### src/rtl/uart_tx_scheduler_pkg.sv
// Shared types and constants for the UART transmit scheduler.
package uart_ctrl_pkg;

  localparam int UART_CFG_W = 5;

  localparam logic [1:0] DBN_5 = 2'b00;
  localparam logic [1:0] DBN_6 = 2'b01;
  localparam logic [1:0] DBN_7 = 2'b10;
  localparam logic [1:0] DBN_8 = 2'b11;

  typedef enum logic [1:0] {IDLE, START, WAIT, GAP} sched_state_t;

  typedef struct packed {
    logic [1:0] data_bit_num;
    logic       stop_bit_num;
    logic       parity_en;
    logic       parity_type;
  } uart_cfg_t;

  localparam uart_cfg_t CFG_RESET = '{data_bit_num: DBN_8, stop_bit_num: 1'b0,
                                      parity_en: 1'b0, parity_type: 1'b0};

  // Number of data bits carried by a frame with the given encoding.
  function automatic int data_bits(input logic [1:0] dbn);
    case (dbn)
      DBN_5:   return 5;
      DBN_6:   return 6;
      DBN_7:   return 7;
      default: return 8;
    endcase
  endfunction

endpackage

### src/rtl/uart_tx_scheduler_if.sv
// Requester handshake plus UART control bundle; master = scheduler, slave = clients/UART.
interface uart_tx_scheduler_if #(parameter int NUM_REQ = 4);
  import uart_ctrl_pkg::*;

  localparam int IDX_W = $clog2(NUM_REQ);

  logic [NUM_REQ-1:0]            req_valid;
  logic [8*NUM_REQ-1:0]          req_data;
  logic [UART_CFG_W*NUM_REQ-1:0] req_cfg;
  logic [NUM_REQ-1:0]            req_ready;
  logic                          cts_n;
  logic                          tx_done;
  logic [7:0]                    tx_data;
  logic [1:0]                    data_bit_num;
  logic                          stop_bit_num;
  logic                          parity_en;
  logic                          parity_type;
  logic                          start_tx;
  logic                          busy;
  logic [IDX_W-1:0]              grant_id;
  logic                          timeout_err;

  modport master (
    input  req_valid, req_data, req_cfg, cts_n, tx_done,
    output req_ready, tx_data, data_bit_num, stop_bit_num, parity_en, parity_type,
           start_tx, busy, grant_id, timeout_err
  );

  modport slave (
    output req_valid, req_data, req_cfg, cts_n, tx_done,
    input  req_ready, tx_data, data_bit_num, stop_bit_num, parity_en, parity_type,
           start_tx, busy, grant_id, timeout_err
  );

endinterface

### src/rtl/uart_tx_scheduler_rr_arbiter.sv
// Combinational round-robin pick: first set request at or after rr_ptr, wrapping.
module rr_arbiter #(
  parameter int NUM_REQ = 4
) (
  input  logic [NUM_REQ-1:0]         req,
  input  logic [$clog2(NUM_REQ)-1:0] rr_ptr,
  output logic [NUM_REQ-1:0]         gnt,
  output logic [$clog2(NUM_REQ)-1:0] gnt_idx
);

  localparam int IDX_W = $clog2(NUM_REQ);

  logic found;
  int   idx;

  // NOTE: every output gets a default before the loop so no latch is inferred.
  always_comb begin
    gnt     = '0;
    gnt_idx = '0;
    found   = 1'b0;
    idx     = 0;
    for (int k = 0; k < NUM_REQ; k++) begin
      idx = (int'(rr_ptr) + k) % NUM_REQ;
      if (!found && req[IDX_W'(idx)]) begin
        found               = 1'b1;
        gnt[IDX_W'(idx)]    = 1'b1;
        gnt_idx             = IDX_W'(idx);
      end
    end
  end

endmodule

### src/rtl/uart_tx_scheduler.sv
// Round-robin scheduler sharing one UART transmitter among NUM_REQ byte requesters.
module uart_tx_scheduler
  import uart_ctrl_pkg::*;
#(
  parameter int NUM_REQ        = 4,
  parameter int GAP_CYCLES     = 2,
  parameter int TIMEOUT_CYCLES = 200000
) (
  input  logic                  clk,
  input  logic                  reset_n,
  uart_tx_scheduler_if.master   bus
);

  localparam int IDX_W = $clog2(NUM_REQ);
  localparam int GAP_W = (GAP_CYCLES > 1) ? $clog2(GAP_CYCLES) : 1;
  localparam int WD_W  = (TIMEOUT_CYCLES > 1) ? $clog2(TIMEOUT_CYCLES) : 1;
  localparam logic [GAP_W-1:0] GAP_LAST = GAP_W'((GAP_CYCLES > 0) ? GAP_CYCLES - 1 : 0);
  localparam logic [WD_W-1:0]  WD_LAST  = WD_W'(TIMEOUT_CYCLES - 1);

  sched_state_t     state, state_nxt;
  logic [IDX_W-1:0] rr_ptr, grant_id, gnt_idx;
  logic [NUM_REQ-1:0] gnt;
  logic [GAP_W-1:0] gap_cnt;
  logic [WD_W-1:0]  wd_cnt;
  logic [7:0]       tx_data;
  uart_cfg_t        cfg;
  logic             grant, wd_expired;

  rr_arbiter #(.NUM_REQ(NUM_REQ)) u_arb (
    .req     (bus.req_valid),
    .rr_ptr  (rr_ptr),
    .gnt     (gnt),
    .gnt_idx (gnt_idx)
  );

  assign grant      = (state == IDLE) && !bus.cts_n && (|bus.req_valid);
  assign wd_expired = (wd_cnt == WD_LAST);

  always_comb begin
    state_nxt       = state;
    bus.req_ready   = '0;
    bus.start_tx    = 1'b0;
    bus.timeout_err = 1'b0;
    bus.busy        = (state != IDLE);
    unique case (state)
      IDLE: begin
        if (!bus.cts_n) begin
          bus.req_ready = gnt;
          if (|bus.req_valid) state_nxt = START;
        end
      end
      START: begin
        bus.start_tx = 1'b1;
        state_nxt    = WAIT;
      end
      WAIT: begin
        // Timeout is decided from the counter alone, keeping tx_done off every output path.
        bus.timeout_err = wd_expired;
        if (bus.tx_done || wd_expired) state_nxt = (GAP_CYCLES == 0) ? IDLE : GAP;
      end
      GAP: begin
        if (gap_cnt == GAP_LAST) state_nxt = IDLE;
      end
      default: state_nxt = IDLE;
    endcase
  end

  // NOTE: sequential state uses non-blocking assignments so all registers update together.
  always_ff @(posedge clk or negedge reset_n) begin
    if (!reset_n) state <= IDLE;
    else          state <= state_nxt;
  end

  always_ff @(posedge clk or negedge reset_n) begin
    if (!reset_n) begin
      rr_ptr   <= '0;
      grant_id <= '0;
      tx_data  <= '0;
      cfg      <= CFG_RESET;
      gap_cnt  <= '0;
      wd_cnt   <= '0;
    end else begin
      if (grant) begin
        tx_data  <= bus.req_data[8*int'(gnt_idx) +: 8];
        cfg      <= bus.req_cfg[UART_CFG_W*int'(gnt_idx) +: UART_CFG_W];
        grant_id <= gnt_idx;
        rr_ptr   <= (gnt_idx == IDX_W'(NUM_REQ - 1)) ? '0 : gnt_idx + 1'b1;
      end
      if (state == START)     wd_cnt <= '0;
      else if (state == WAIT) wd_cnt <= wd_cnt + 1'b1;
      if (state == GAP) gap_cnt <= gap_cnt + 1'b1;
      else              gap_cnt <= '0;
    end
  end

  assign bus.tx_data      = tx_data;
  assign bus.data_bit_num = cfg.data_bit_num;
  assign bus.stop_bit_num = cfg.stop_bit_num;
  assign bus.parity_en    = cfg.parity_en;
  assign bus.parity_type  = cfg.parity_type;
  assign bus.grant_id     = grant_id;

endmodule

### src/flat_wrapper.sv
// flat-port wrapper written by rule: the top's interface ports become plain ports
module uart_tx_scheduler_flat import uart_ctrl_pkg::*;
#(
  parameter int NUM_REQ        = 4,
  parameter int GAP_CYCLES     = 2,
  parameter int TIMEOUT_CYCLES = 200000
)
  (clk, reset_n, bus_req_valid, bus_req_data, bus_req_cfg, bus_cts_n, bus_tx_done, bus_req_ready, bus_tx_data, bus_data_bit_num, bus_stop_bit_num, bus_parity_en, bus_parity_type, bus_start_tx, bus_busy, bus_grant_id, bus_timeout_err);
  uart_tx_scheduler_if #(.NUM_REQ(NUM_REQ)) bus_i ();
  input  logic clk;
  input  logic reset_n;
  input wire logic [$bits(bus_i.req_valid)-1:0] bus_req_valid;
  input wire logic [$bits(bus_i.req_data)-1:0] bus_req_data;
  input wire logic [$bits(bus_i.req_cfg)-1:0] bus_req_cfg;
  input wire logic [$bits(bus_i.cts_n)-1:0] bus_cts_n;
  input wire logic [$bits(bus_i.tx_done)-1:0] bus_tx_done;
  output wire logic [$bits(bus_i.req_ready)-1:0] bus_req_ready;
  output wire logic [$bits(bus_i.tx_data)-1:0] bus_tx_data;
  output wire logic [$bits(bus_i.data_bit_num)-1:0] bus_data_bit_num;
  output wire logic [$bits(bus_i.stop_bit_num)-1:0] bus_stop_bit_num;
  output wire logic [$bits(bus_i.parity_en)-1:0] bus_parity_en;
  output wire logic [$bits(bus_i.parity_type)-1:0] bus_parity_type;
  output wire logic [$bits(bus_i.start_tx)-1:0] bus_start_tx;
  output wire logic [$bits(bus_i.busy)-1:0] bus_busy;
  output wire logic [$bits(bus_i.grant_id)-1:0] bus_grant_id;
  output wire logic [$bits(bus_i.timeout_err)-1:0] bus_timeout_err;
  assign bus_i.req_valid = bus_req_valid;
  assign bus_i.req_data = bus_req_data;
  assign bus_i.req_cfg = bus_req_cfg;
  assign bus_i.cts_n = bus_cts_n;
  assign bus_i.tx_done = bus_tx_done;
  assign bus_req_ready = bus_i.req_ready;
  assign bus_tx_data = bus_i.tx_data;
  assign bus_data_bit_num = bus_i.data_bit_num;
  assign bus_stop_bit_num = bus_i.stop_bit_num;
  assign bus_parity_en = bus_i.parity_en;
  assign bus_parity_type = bus_i.parity_type;
  assign bus_start_tx = bus_i.start_tx;
  assign bus_busy = bus_i.busy;
  assign bus_grant_id = bus_i.grant_id;
  assign bus_timeout_err = bus_i.timeout_err;
  uart_tx_scheduler #(.NUM_REQ(NUM_REQ), .GAP_CYCLES(GAP_CYCLES), .TIMEOUT_CYCLES(TIMEOUT_CYCLES)) u_core (.clk(clk), .reset_n(reset_n), .bus(bus_i));
endmodule
### config.mk
export PLATFORM = sky130hd
export DESIGN_NAME = uart_tx_scheduler_flat
export DESIGN_NICKNAME = d
export VERILOG_FILES = /design/src/rtl/uart_tx_scheduler_pkg.sv /design/src/rtl/uart_tx_scheduler_if.sv /design/src/rtl/uart_tx_scheduler_rr_arbiter.sv /design/src/rtl/uart_tx_scheduler.sv /design/src/flat_wrapper.sv
export SDC_FILE = /design/constraint.sdc
export NUM_CORES = 1
export LEC_CHECK = 0
export BUFFER_PORTS_ARGS = -buffer_cell sky130_fd_sc_hd__buf_2
export CAP_MARGIN = 20
export CORE_ASPECT_RATIO = 1.1
export CORE_UTILIZATION = 30
export DETAILED_ROUTE_END_ITERATION = 10
export PLACE_DENSITY = 0.48
export SYNTH_ARGS = -nofsm -noshare
export SYNTH_HDL_FRONTEND = slang
export SYNTH_HIERARCHICAL = 1
export SYNTH_SLANG_ARGS = --single-unit
### constraint.sdc
create_clock -name clk -period 5.1 [get_ports clk]
set_input_delay 0.255 -clock clk [delete_from_list [all_inputs] [get_ports clk]]
set_output_delay 0.255 -clock clk [all_outputs]
set_load 0.05 [all_outputs]
==> run summary, run 1 <==
Max Freq: 0.2515 GHz
Congestion Overflow GR: 0
DRC errors left: 0
Worst-Skew Late Latency: 0.29 ns
Required @ worst endpoint: 5.28 ns
Final Wtd Congestion: 0.7702
Most instantiated library cell after synthesis: dfrtp_1
Cell variety after synth: 60
Setup CP Type: reg2reg
Clk root buf: clkbuf_8
Worst EP arrival: 4.15 ns
Worst r2r path cells: 9
Die X: 93.15 µm
N_diodes: 0
Post-Place Setup Slack: 1.097 ns
Minimum clock period after layout: 3.975 ns
Drt total wl: 6092 µm
CTS Buf Count: 5
Crit. End Element: flop
First-pass GRT wire length: 9880 µm
CTS Hold Buffers Added: 0
Peak VDD IR: 0.0002473 V
Wirelength per Cell: 13.94 µm
# setup viols final: 0
Post-Syn Area: 2741 µm²
Clk sinks: 38
Avg Cell Area, Syn: 11.14 µm²
Synth area leaders: dfrtp_1, mux4_2, ha_1
Cts repair resizes: 0
Vias per cell: 4.938
# Post-CTS Setup Buffers: 0
Final Non-Filler Cells: 437
Fin Hold WS: 0.07761 ns
Ys flop type: dfrtp_1
IO Count: 82
Max clock buf depth: 2
Max-cap violations: 0
Post-synth top area share: 32.86%
Pins over their slew limit: 0
Largest net degree at the start of global routing: 39
Reg2Reg Capture Point: u_core/bus.tx_data[4]
Gr usage total: 13.23%
Chip Height: 102.3 µm
Synth async-reset ratio: 100.0%
H-tree lvl count: 2
LEAKAGE: 0.001500 µW
CTS tree: yes
Clk slew on worst S/H paths: 0.08 ns
Rows: 36
Worst r2r src: u_core/rr_ptr[0]
RSZ-0062 raised after global routing: false
Post-Syn Instances: 246
DR pass1 iterations: 4
Sequential-to-total area share from yosys stat: 34.78%
Layout Nets: 397
Final Skew: 0.003823 ns
Cell Pwr Density: 615.5 nW/µm²
Outcome: finished, final reports clean
Core ar.: 8874 µm²
Yosys warns: 6
Layout cells sized above 1: 41.80%
Worst relative slew slack: 41.46%
Synth cell count leaders: dfrtp_1, nor2_1, mux2_2, ha_1, mux4_2
Net count after synthesis: 320
Area Growth Syn to Fin: 20.17%
Post-DP HPWL: 4526 µm
Final TNS setup: 0 ns
Hold Crit Class: in2async
Yosys reg bits: 38
Iter 0 DRT Violations: 92
Vias in the first global route: 2084
Number of synthesized flops with an enable pin: 0
DP Cell Count: 430
Period utilisation layout: 77.95%
CP Max Fanout: 18
Final WS setup: 1.125 ns
Yosys top cell by area: dfrtp_1
R2r setup slk: 1.12 ns
Final hold vios: 0
Initial Util: 30.89%
Initial antenna violation count: 0
Buffers on Ports: 81
CP Launch Type: flop
Post-layout util: 37.13%
Worst slew pin tran: 0.8781 ns
Vias: 2158
Antenna-violating nets left: 0
Die area: 9525 µm²
-- how the worst max path moves through the flow --
stage / slack [ns] / depth (start not counted) / from / endpoint
finish: 1.12 / 9 / u_core/rr_ptr[0] / u_core/bus.tx_data[4]
global route: 0.90 / 9 / u_core/rr_ptr[0] / u_core/bus.tx_data[4]
CTS: 1.09 / 9 / u_core/rr_ptr[0] / u_core/bus.tx_data[4]
detailed placement: 1.10 / 9 / u_core/rr_ptr[0] / u_core/bus.tx_data[4]
global placement: 1.16 / 9 / u_core/rr_ptr[0] / u_core/bus.tx_data[1]
floorplan: 1.43 / 12 / u_core/rr_ptr[1] / u_core/bus.tx_data[1]
-- report_power, final --
| part | total [µW] | internal [µW] | switching (µW) |
|---|---|---|---|
| combinational | 1310 | 558 | 755 |
| sequential | 516 | 413 | 103 |
| clock | 197 | 91.8 | 106 |
| total | 2030 | 1060 | 964 |
-- cell type report --
type	instances	area [µm²]
Inverter	14	52.55
Clock inverter	2	10.01
Multi-Input combinational cell	181	1647
Tap cell	114	142.6
Clock buffer	5	68.82
Fill cell	903	5579
Timing Repair Buffer	83	420.4
Sequential cell	38	953.4
-- critical path, cell delays in order (launching register included) --
cell and delay (ns):
dfrtp_1 0.74, inv_1 0.29, ha_1 0.48, or3_4 0.44, or4b_4 0.48, o311ai_2 0.13, o32a_1 0.19, buf_4 0.28
mux4_2 0.54, mux2_2 0.27
-- cells in the final DEF (no fill, tap or decap), types with 3 or more instances in the layout --
master,instances
mux2_1,5
xor2_1,6
nor3b_1,3
mux2i_1,6
clkbuf_8,5
a21oi_1,4
buf_2,81
dfrtp_1,36
and3_1,8
o22ai_1,4
nand2_1,11
nand3_1,8
nor2_1,20
mux2_2,15
nor4_2,3
ha_1,14
mux4_2,14
xnor2_1,7
inv_1,13
o21ai_0,5
and2_1,5
-- state kept, by name, indices dropped and copies added, names as in the netlist --
| name | cells |
|---|---|
| u_core/gap_cnt | 1 |
| u_core/bus.grant_id | 2 |
| u_core/rr_ptr | 2 |
| u_core/wd_cnt | 18 |
| u_core/bus.stop_bit_num | 1 |
| u_core/bus.data_bit_num | 2 |
| u_core/bus.parity_en | 1 |
| u_core/bus.parity_type | 1 |
| u_core/bus.tx_data | 8 |
| u_core/state | 2 |
-- cell families (layout without fill, tap and decap cells) --
family	count (synthesis)	after routing	synth area share (%)
AOI/OAI and AO/OA	32	32	8.627
xor gates and xnor gates	13	13	4.153
adders and majority gates	14	14	6.390
buffers and inverters	27	104	5.157
DFF	38	38	34.78
muxes	41	41	22.87
and+or+nand+nor	81	81	18.03
-- routing by layer --
layer	up-vias	wire length, µm	GRT usage [%]
met2	46	3112	23.93
met1	1049	2735	16.19
li1	1059	-	-
met3	4	201	1.935
met4	0	42	4.260
met5	-	0	0
-- through the flow --
stage / instance area (µm²) / total power (µW)
4_1_cts: 3294 / 2056
3_5_place_dp: 3216 / 1851
2_1_floorplan: 2741 / 1607
6_report: 3294 / 2028
5_1_grt: 3294 / 2174
3_3_place_gp: 3216 / 1836
Note: power is estimated with default switching activity, not from simulation.
==> inputs of run 2 (changes only) <==
Settings changed: PLACE_DENSITY 0.48 to 0.5.
Clock period 5.1 ns to 3.35 ns, I/O delays scaled along.
==> run summary, run 2 (same netlist as run 1, synthesis figures left out) <==
Die X: 93.15 µm
Most common cell after layout, fill and taps aside: buf_2
N_diodes: 0
Most frequent cells in the layout: buf_2, dfrtp_1, nor2_1, mux2_2, mux4_2
CP Max Fanout: 16
H-tree lvl count: 2
Hold Crit Class: in2async
# setup viols final: 0
Layout Nets: 399
Worst EP arrival: 3.35 ns
CTS Hold Buffers Added: 0
Worst-Skew Late Latency: 0.29 ns
Layout cells sized above 1: 42.94%
CTS Buf Count: 5
CTS tree: yes
Clk sinks: 38
Cts repair resizes: 0
Drt total wl: 6557 µm
Post-DP HPWL: 4968 µm
Worst relative slew slack: 39.83%
Max Freq: 0.3148 GHz
Required @ worst endpoint: 3.53 ns
Clk root buf: clkbuf_8
Peak VDD IR: 0.0004143 V
Reg with most FFs: u_core/wd_cnt
Largest net degree at the start of global routing: 39
Congestion Overflow GR: 0
Max clock buf depth: 2
Final Wtd Congestion: 0.7950
Iter 0 DRT Violations: 87
Buffers on Ports: 81
Fin Hold WS: -0.005155 ns
Die area: 9525 µm²
Area Growth Syn to Fin: 22.82%
Core ar.: 8874 µm²
Wirelength per Cell: 14.90 µm
Max reg flops: 18
RSZ-0062 raised after global routing: false
First-pass GRT wire length: 11210 µm
Period utilisation layout: 94.82%
Vias in the first global route: 2248
Violations in the final reports: hold timing
Gr usage total: 14.96%
Max-cap violations: 0
Setup CP Type: reg2reg
Initial antenna violation count: 0
Top Registers: u_core/wd_cnt x18, u_core/bus.tx_data x8
# Post-CTS Setup Buffers: 0
Worst slew pin tran: 0.8997 ns
Minimum clock period after layout: 3.176 ns
Pins over their slew limit: 0
Chip Height: 102.3 µm
Final hold vios: 8
Cell Pwr Density: 957.8 nW/µm²
Vias per cell: 4.989
LEAKAGE: 0.001531 µW
Vias: 2195
DR pass1 iterations: 4
Rows: 36
Antenna-violating nets left: 0
Final Skew: 0.006419 ns
Crit. End Element: flop
Outcome: finished, violations left
CP Launch Type: flop
Clk slew on worst S/H paths: 0.07 ns
IO Count: 82
Final TNS setup: 0 ns
DRC errors left: 0
Initial Util: 30.89%
run 2: through the flow:
stage,std cells,total power (µW),setup WS [ns],cell area [µm²],utilization [%]
floorplan,246,2512,-0.07150,2795,-
CTS,440,3271,0.1526,3367,37.94
global route,440,3485,0.08056,3367,37.94
finish,440,3225,0.1736,3367,37.94
detailed placement,432,2924,0.1630,3277,36.93
global placement,432,2904,0.2101,3277,36.93
run 2: power by group:
part	total [µW]	leakage, µW	internal (µW)	switching, µW
Clock	328	0.0000455	168	160
Combinational	2150	0.00101	919	1230
Sequential	744	0.000476	632	112
Total	3220	0.00153	1720	1510
run 2: worst paths after layout:
check | from | depth (start not counted) | end | slack (ns)
max in group asynchronous | reset_n | 1 | u_core/rr_ptr[0] | 2.75
hold reg to reg | u_core/gap_cnt | 1 | u_core/gap_cnt | 0.44
min in group clk | bus_req_data[4] | 3 | u_core/bus.tx_data[4] | 0.32
setup / recovery | u_core/rr_ptr[0] | 9 | u_core/bus.parity_en | 0.17
setup reg to reg | u_core/rr_ptr[0] | 9 | u_core/bus.parity_en | 0.17
hold / removal | reset_n | 1 | u_core/state[1] | -0.005
run 2: cell type report:
class	count	area, µm²
fill	890	5507
multi-input combinational	181	1669
sequential	38	954.7
timing repair buffer	85	447.9
tap	114	142.6
clock buffer	8	90.09
inverter	14	62.56
run 2: routing by layer:
| layer | global-route usage, % | part of all wire [%] | vias to the layer above |
|---|---|---|---|
| li1 | - | - | 1061 |
| met1 | 18.65 | 44 | 1089 |
| met2 | 26.53 | 52 | 39 |
| met3 | 2.307 | 3.1 | 6 |
| met4 | 4.852 | 1.1 | 0 |
| met5 | 0 | 0 | - |
run 2: worst max-delay path: stages, from the launching register on:
cell and delay (ns):
dfrtp_2 0.45, inv_8 0.09, ha_4 0.23, or3_4 0.40, or4b_4 0.56, o311ai_4 0.11
o32a_1 0.26, buf_12 0.18, mux4_2 0.51, mux2_2 0.27
